[src/rtl/cim_ctl_pkg.sv]
// Shared types and sizing for the cascaded-integrator frame controller.
package cim_ctl_pkg;

  localparam int unsigned DwDefault = 32;
  localparam int unsigned NwDefault = 16;
  localparam int unsigned PwDefault = 16;

  typedef enum logic [1:0] {
    StEmpty,
    StFill,
    StFull
  } buf_state_e;

  // Shortest strobe interval that still lets the chain finish shifting a frame.
  function automatic int unsigned min_period(int unsigned nw);
    return nw + 4;
  endfunction

endpackage

[src/rtl/cim_sample_timer.sv]
// Period counter with minimum-interval clamp; issues the registered sample strobe.
module cim_sample_timer
  import cim_ctl_pkg::*;
#(
  parameter int unsigned Nw = NwDefault,
  parameter int unsigned Pw = PwDefault
) (
  input  logic          clk,
  input  logic          rst_n,
  input  logic          enable_i,
  input  logic [Pw-1:0] period_i,
  output logic          sample_o
);

  localparam logic [Pw-1:0] MinPeriod = Pw'(min_period(Nw));

  logic [Pw-1:0] cnt_q;
  logic [Pw-1:0] eff;
  logic          sample_q;

  assign eff = (period_i < MinPeriod) ? MinPeriod : period_i;

  // Counter sits at zero out of reset, so the first enabled cycle strobes at once.
  always_ff @(posedge clk or negedge rst_n) begin
    if (!rst_n) begin
      cnt_q    <= '0;
      sample_q <= 1'b0;
    end else begin
      sample_q <= 1'b0;
      if (enable_i) begin
        if (cnt_q == '0) begin
          sample_q <= 1'b1;
          cnt_q    <= eff - Pw'(1);
        end else begin
          cnt_q <= cnt_q - Pw'(1);
        end
      end
    end
  end

  assign sample_o = sample_q;

endmodule

[src/rtl/cim_frame_ctl.sv]
// Strobes the integrator chain, captures one shifted-out frame and streams it to the host.
module cim_frame_ctl
  import cim_ctl_pkg::*;
#(
  parameter int unsigned Dw = DwDefault,
  parameter int unsigned Nw = NwDefault,
  parameter int unsigned Pw = PwDefault
) (
  input  logic          clk,
  input  logic          rst_n,
  input  logic          enable_i,
  input  logic [Pw-1:0] period_i,
  output logic          sample_o,
  input  logic [Dw-1:0] sr_in_i,
  input  logic          sr_val_in_i,
  output logic [Dw-1:0] rd_data_o,
  output logic          rd_valid_o,
  input  logic          rd_ready_i,
  output logic          rd_last_o,
  output logic [15:0]   frame_cnt_o,
  output logic          overrun_o,
  input  logic          overrun_clr_i
);

  localparam int unsigned   Iw      = (Nw > 1) ? $clog2(Nw) : 1;
  localparam logic [Iw-1:0] LastIdx = Iw'(Nw - 1);

  buf_state_e    state_q;
  logic [Iw-1:0] wi_q, ri_q, ri_nxt;
  logic [Dw-1:0] buf_q [Nw];
  logic [Dw-1:0] rd_data_q;
  logic          rd_valid_q, rd_last_q, overrun_q;
  logic [15:0]   frame_cnt_q;
  logic          sample;
  logic          wr_en, rd_fire, rd_done, drop;

  cim_sample_timer #(
    .Nw(Nw),
    .Pw(Pw)
  ) u_timer (
    .clk     (clk),
    .rst_n   (rst_n),
    .enable_i(enable_i),
    .period_i(period_i),
    .sample_o(sample)
  );

  assign wr_en   = (state_q == StFill) && sr_val_in_i;
  assign rd_fire = rd_valid_q && rd_ready_i;
  assign rd_done = rd_fire && (ri_q == LastIdx);
  assign ri_nxt  = ri_q + Iw'(1);
  // A strobe finding the buffer busy drops its frame, unless the last word leaves now.
  assign drop    = sample && ((state_q == StFill) || ((state_q == StFull) && !rd_done));

  always_ff @(posedge clk) begin
    if (wr_en) begin
      buf_q[wi_q] <= sr_in_i;
    end
  end

  always_ff @(posedge clk or negedge rst_n) begin
    if (!rst_n) begin
      state_q     <= StEmpty;
      wi_q        <= '0;
      ri_q        <= '0;
      rd_data_q   <= '0;
      rd_valid_q  <= 1'b0;
      rd_last_q   <= 1'b0;
      frame_cnt_q <= '0;
      overrun_q   <= 1'b0;
    end else begin
      if (drop) begin
        overrun_q <= 1'b1;
      end else if (overrun_clr_i) begin
        overrun_q <= 1'b0;
      end
      unique case (state_q)
        StEmpty: begin
          if (sample) begin
            state_q <= StFill;
            wi_q    <= '0;
          end
        end
        StFill: begin
          if (sr_val_in_i) begin
            wi_q <= wi_q + Iw'(1);
            if (wi_q == LastIdx) begin
              state_q    <= StFull;
              ri_q       <= '0;
              rd_valid_q <= 1'b1;
              rd_data_q  <= (Nw == 1) ? sr_in_i : buf_q[0];
              rd_last_q  <= (Nw == 1);
            end
          end
        end
        StFull: begin
          if (rd_done) begin
            rd_valid_q  <= 1'b0;
            rd_last_q   <= 1'b0;
            frame_cnt_q <= frame_cnt_q + 16'd1;
            state_q     <= sample ? StFill : StEmpty;
            wi_q        <= '0;
          end else if (rd_fire) begin
            ri_q      <= ri_nxt;
            rd_data_q <= buf_q[ri_nxt];
            rd_last_q <= (ri_nxt == LastIdx);
          end
        end
        default: state_q <= StEmpty;
      endcase
    end
  end

  assign sample_o    = sample;
  assign rd_data_o   = rd_data_q;
  assign rd_valid_o  = rd_valid_q;
  assign rd_last_o   = rd_last_q;
  assign frame_cnt_o = frame_cnt_q;
  assign overrun_o   = overrun_q;

endmodule

[config.mk]
export PLATFORM = sky130hd
export DESIGN_NAME = cim_frame_ctl
export DESIGN_NICKNAME = d
export VERILOG_FILES = /design/src/rtl/cim_ctl_pkg.sv /design/src/rtl/cim_sample_timer.sv /design/src/rtl/cim_frame_ctl.sv
export SDC_FILE = /design/constraint.sdc
export NUM_CORES = 1
export LEC_CHECK = 0
export CAP_MARGIN = 25
export CORE_MARGIN = 4
export CORE_UTILIZATION = 45
export DETAILED_ROUTE_END_ITERATION = 8
export PLACE_DENSITY = 0.61
export SYNTH_ARGS = -nofsm -noshare
export SYNTH_HDL_FRONTEND = slang
export SYNTH_SLANG_ARGS = --single-unit
[constraint.sdc]
create_clock -name clk -period 4.4 [get_ports clk]
set_clock_uncertainty 0.2 [all_clocks]
set_input_delay 1.1 -clock clk [delete_from_list [all_inputs] [get_ports clk]]
set_output_delay 1.1 -clock clk [all_outputs]
set_load 0.02 [all_outputs]
==> flow_metrics.env <==
export IMPL_yosysWarnings=0
export IMPL_path_class="input pin to flip-flop"
export IMPL_nets=1487
export IMPL_drtAntennaViolNets=0
export IMPL_p_clk_share_pct=43.6
export IMPL_first_pass_iters=5
export IMPL_yosysSeqAreaShare_pct=73.4
export IMPL_gp_congestion=0.862
export IMPL_cts_sinks=590
export IMPL_yosysMostFrequentCell="edfxtp_1"
export IMPL_tns_ns=0
export IMPL_setup_ws_ns=0.736
export IMPL_async_flop_share_pct=13.2
export IMPL_whs_ns=0.267
export IMPL_grt_ovfl_total=0
export IMPL_dpl_hpwl_um=29600
export IMPL_synth_area_leaders="edfxtp_1 65%, mux4_2 12%, dfrtp_1 8.3%"
export IMPL_die_w_um=237
export IMPL_max_freq_ghz=0.273
export IMPL_cts_setup_buffers=0
export IMPL_antenna_found_initial=3
export IMPL_path_max_fanout=5
export IMPL_worstMarginPinSlew_ns=1.01
export IMPL_cp_slowest_cell="or4b_1"
export IMPL_startpoint_type="input pin"
export IMPL_synth_cell_type_count=54
export IMPL_wl_per_cell_um=24.2
export IMPL_crit_buf_inv=1
export IMPL_holdBufCountCts=0
export IMPL_slew_viol_final=0
export IMPL_synth_nets=1342
export IMPL_power_switching_share_pct=20.4
export IMPL_hold_viol=0
export IMPL_synth_common_cells="512 x edfxtp_1, 128 x mux4_2, 78 x dfrtp_1"
export IMPL_power_w=0.0116
export IMPL_ctsResizeCount=0
export IMPL_fin_cells=2159
export IMPL_status="finished, final reports clean"
export IMPL_cts_inserted_buffers=61
export IMPL_drc=0
export IMPL_arrival_ns=3.97
export IMPL_critPathTopFamily="simple AND/OR/NAND/NOR gates"
export IMPL_grt_pass1_vias=12800
export IMPL_clk_latency_ns=0.62
export IMPL_drtIter0Drc=990
export IMPL_synth_top_area_cell="edfxtp_1"
export IMPL_p_comb_share_pct=2.8
export IMPL_initial_core_util_pct=45.7
export IMPL_cp_end_kind="flip-flop"
export IMPL_port_buffer_count=105
export IMPL_die_h_um=237
export IMPL_setup_viol=0
export IMPL_cts_tree="done"
export IMPL_synthCells=1280
export IMPL_clk_pin_slew_ns=0.07
export IMPL_power_density_mw_per_mm2=416
export IMPL_pin_count=106
export IMPL_pwr_share_seq_pct=53.5
export IMPL_synth_avg_cell_area_sq_um=18.4
export IMPL_die_area_sq_mm=0.0562
export IMPL_synth_ff_type="edfxtp_1"
export IMPL_drive_gt1_share_pct=19.9
export IMPL_synth_enable_flop_cells=512
export IMPL_drv_cap=0
export IMPL_power_internal_w=0.00920
export IMPL_core_sq_mm=0.0516
export IMPL_hold_path_class="input pin to async pin"
export IMPL_synth_top_cell_area_share_pct=65.2
export IMPL_synth_seq_cells=590
export IMPL_place_inst=2041
export IMPL_peakVddDrop_mv=0.330
export IMPL_period_needed_ns=3.66
export IMPL_post_route_period_util_pct=83.3
export IMPL_dp_slack_ns=0.160
export IMPL_grt_pass1_wl_um=80100
export IMPL_drt_total_wl_um=52200
export IMPL_cp_cell_sequence="clkdlybuf4s50_1, nor4_1, and4_1, nand2_1, a31oi_1, ha_1, nand2_1, a211oi_1, a31oi_2, or4b_1, o22ai_1, a31oi_1"
export IMPL_relSlewSlack_pct=32.7
export IMPL_max_stage_delay_ns=0.54
export IMPL_net_switching_power_w=0.00236
export IMPL_gr_usage_all_layers_pct=18.7
export IMPL_clockBufferDepth=3
export IMPL_rsz0062_at_grt="no"
export IMPL_cts_htree_levels=2
export IMPL_vias_per_cell=5.73
export IMPL_area_growth_pct=17.8
export IMPL_p_leak_nw=8.98
export IMPL_grt_max_degree=98
export IMPL_ctsRootBufferMaster="clkbuf_16"
export IMPL_via_count=12400
export IMPL_syn_area_sq_mm=0.0236
export IMPL_rows=83
export IMPL_crit_required_ns=4.71
[sequential cells by signal (all words and copies together), names as in the netlist]
signal,flops
buf_q,512
rd_data_o,32
frame_cnt_o,16
u_timer.cnt_q,16
ri_q,4
wi_q,4
state_q,2
overrun_o,1
rd_last_o,1
rd_valid_o,1
u_timer.sample_o,1
[kinds of logic after synthesis]
group	count (synthesis)	synth area share, %
AOI/OAI and AO/OA	201	5.49
xor gates and xnor gates	19	0.705
adders and majority gates	8	0.424
buffers and inverters	82	1.43
DFF	590	73.4
muxes	166	13.8
and+or+nand+nor	214	4.69
[layout make-up]
cell class              count  area, sq um
fillers                  4015        23800
flip-flops and latches    590        17300
multi-input cells         608         6000
clock buffers              83         1660
repair buffers            150         1570
well taps                 680          851
clock inverters            33          324
inverters                  14         52.6
diodes                      1         2.50
[power groups by stage]
stage | Combinational (W) | Sequential, W | Clock [W]
after floorplan | 0.000160 | 0.00628 | 0
after global placement | 0.000322 | 0.00630 | 0
after detailed placement | 0.000327 | 0.00630 | 0
after CTS | 0.000328 | 0.00618 | 0.00518
after global routing | 0.000363 | 0.00619 | 0.00542
final | 0.000327 | 0.00619 | 0.00504
[per-stage QoR]
step                      utilization, %  instance area, sq um
after CTS                           53.8                 27800
after global routing                53.9                 27800
after floorplan                        -                 23600
after global placement              50.0                 25800
final                               53.9                 27800
after detailed placement            50.0                 25800
[path summary, 6_finish.rpt]
check / startpoint / to / slack [ns] / depth (start not counted)
max: period_i[7] / u_timer.cnt_q[8] / 0.74 / 12
min: rst_n / frame_cnt_o[13] / 0.27 / 1
max reg2reg: u_timer.cnt_q[7] / u_timer.cnt_q[6] / 1.21 / 12
min reg2reg: frame_cnt_o[15] / frame_cnt_o[15] / 0.27 / 1
max in group asynchronous: rst_n / rd_data_o[31] / 2.96 / 2
min in group clk: frame_cnt_o[15] / frame_cnt_o[15] / 0.27 / 1
[cell usage in the layout (no fill, tap or decap), types with 8 or more instances in the layout]
cell type,count
nand3_1,17
nor3_1,14
dfrtp_1,77
mux2i_1,38
a211oi_1,70
xnor2_1,12
mux4_2,128
o21ai_0,13
edfxtp_1,512
clkinv_2,10
a31oi_1,8
nand4_1,9
clkbuf_1,17
buf_4,31
clkdlybuf4s50_1,104
clkinv_1,9
and2_2,16
nor2b_1,36
inv_1,14
buf_12,15
clkbuf_16,61
nor2_1,53
a21oi_1,75
nand2_1,36
[routing by layer]
metal	vias up	routed length, um	GRT usage, %
met4	4	899	4.56
met1	6484	23300	27.1
met3	67	2750	3.05
met2	311	25300	30.0
met5	-	18	0
li1	5500	-	-
(Power assumes the default switching activity.)
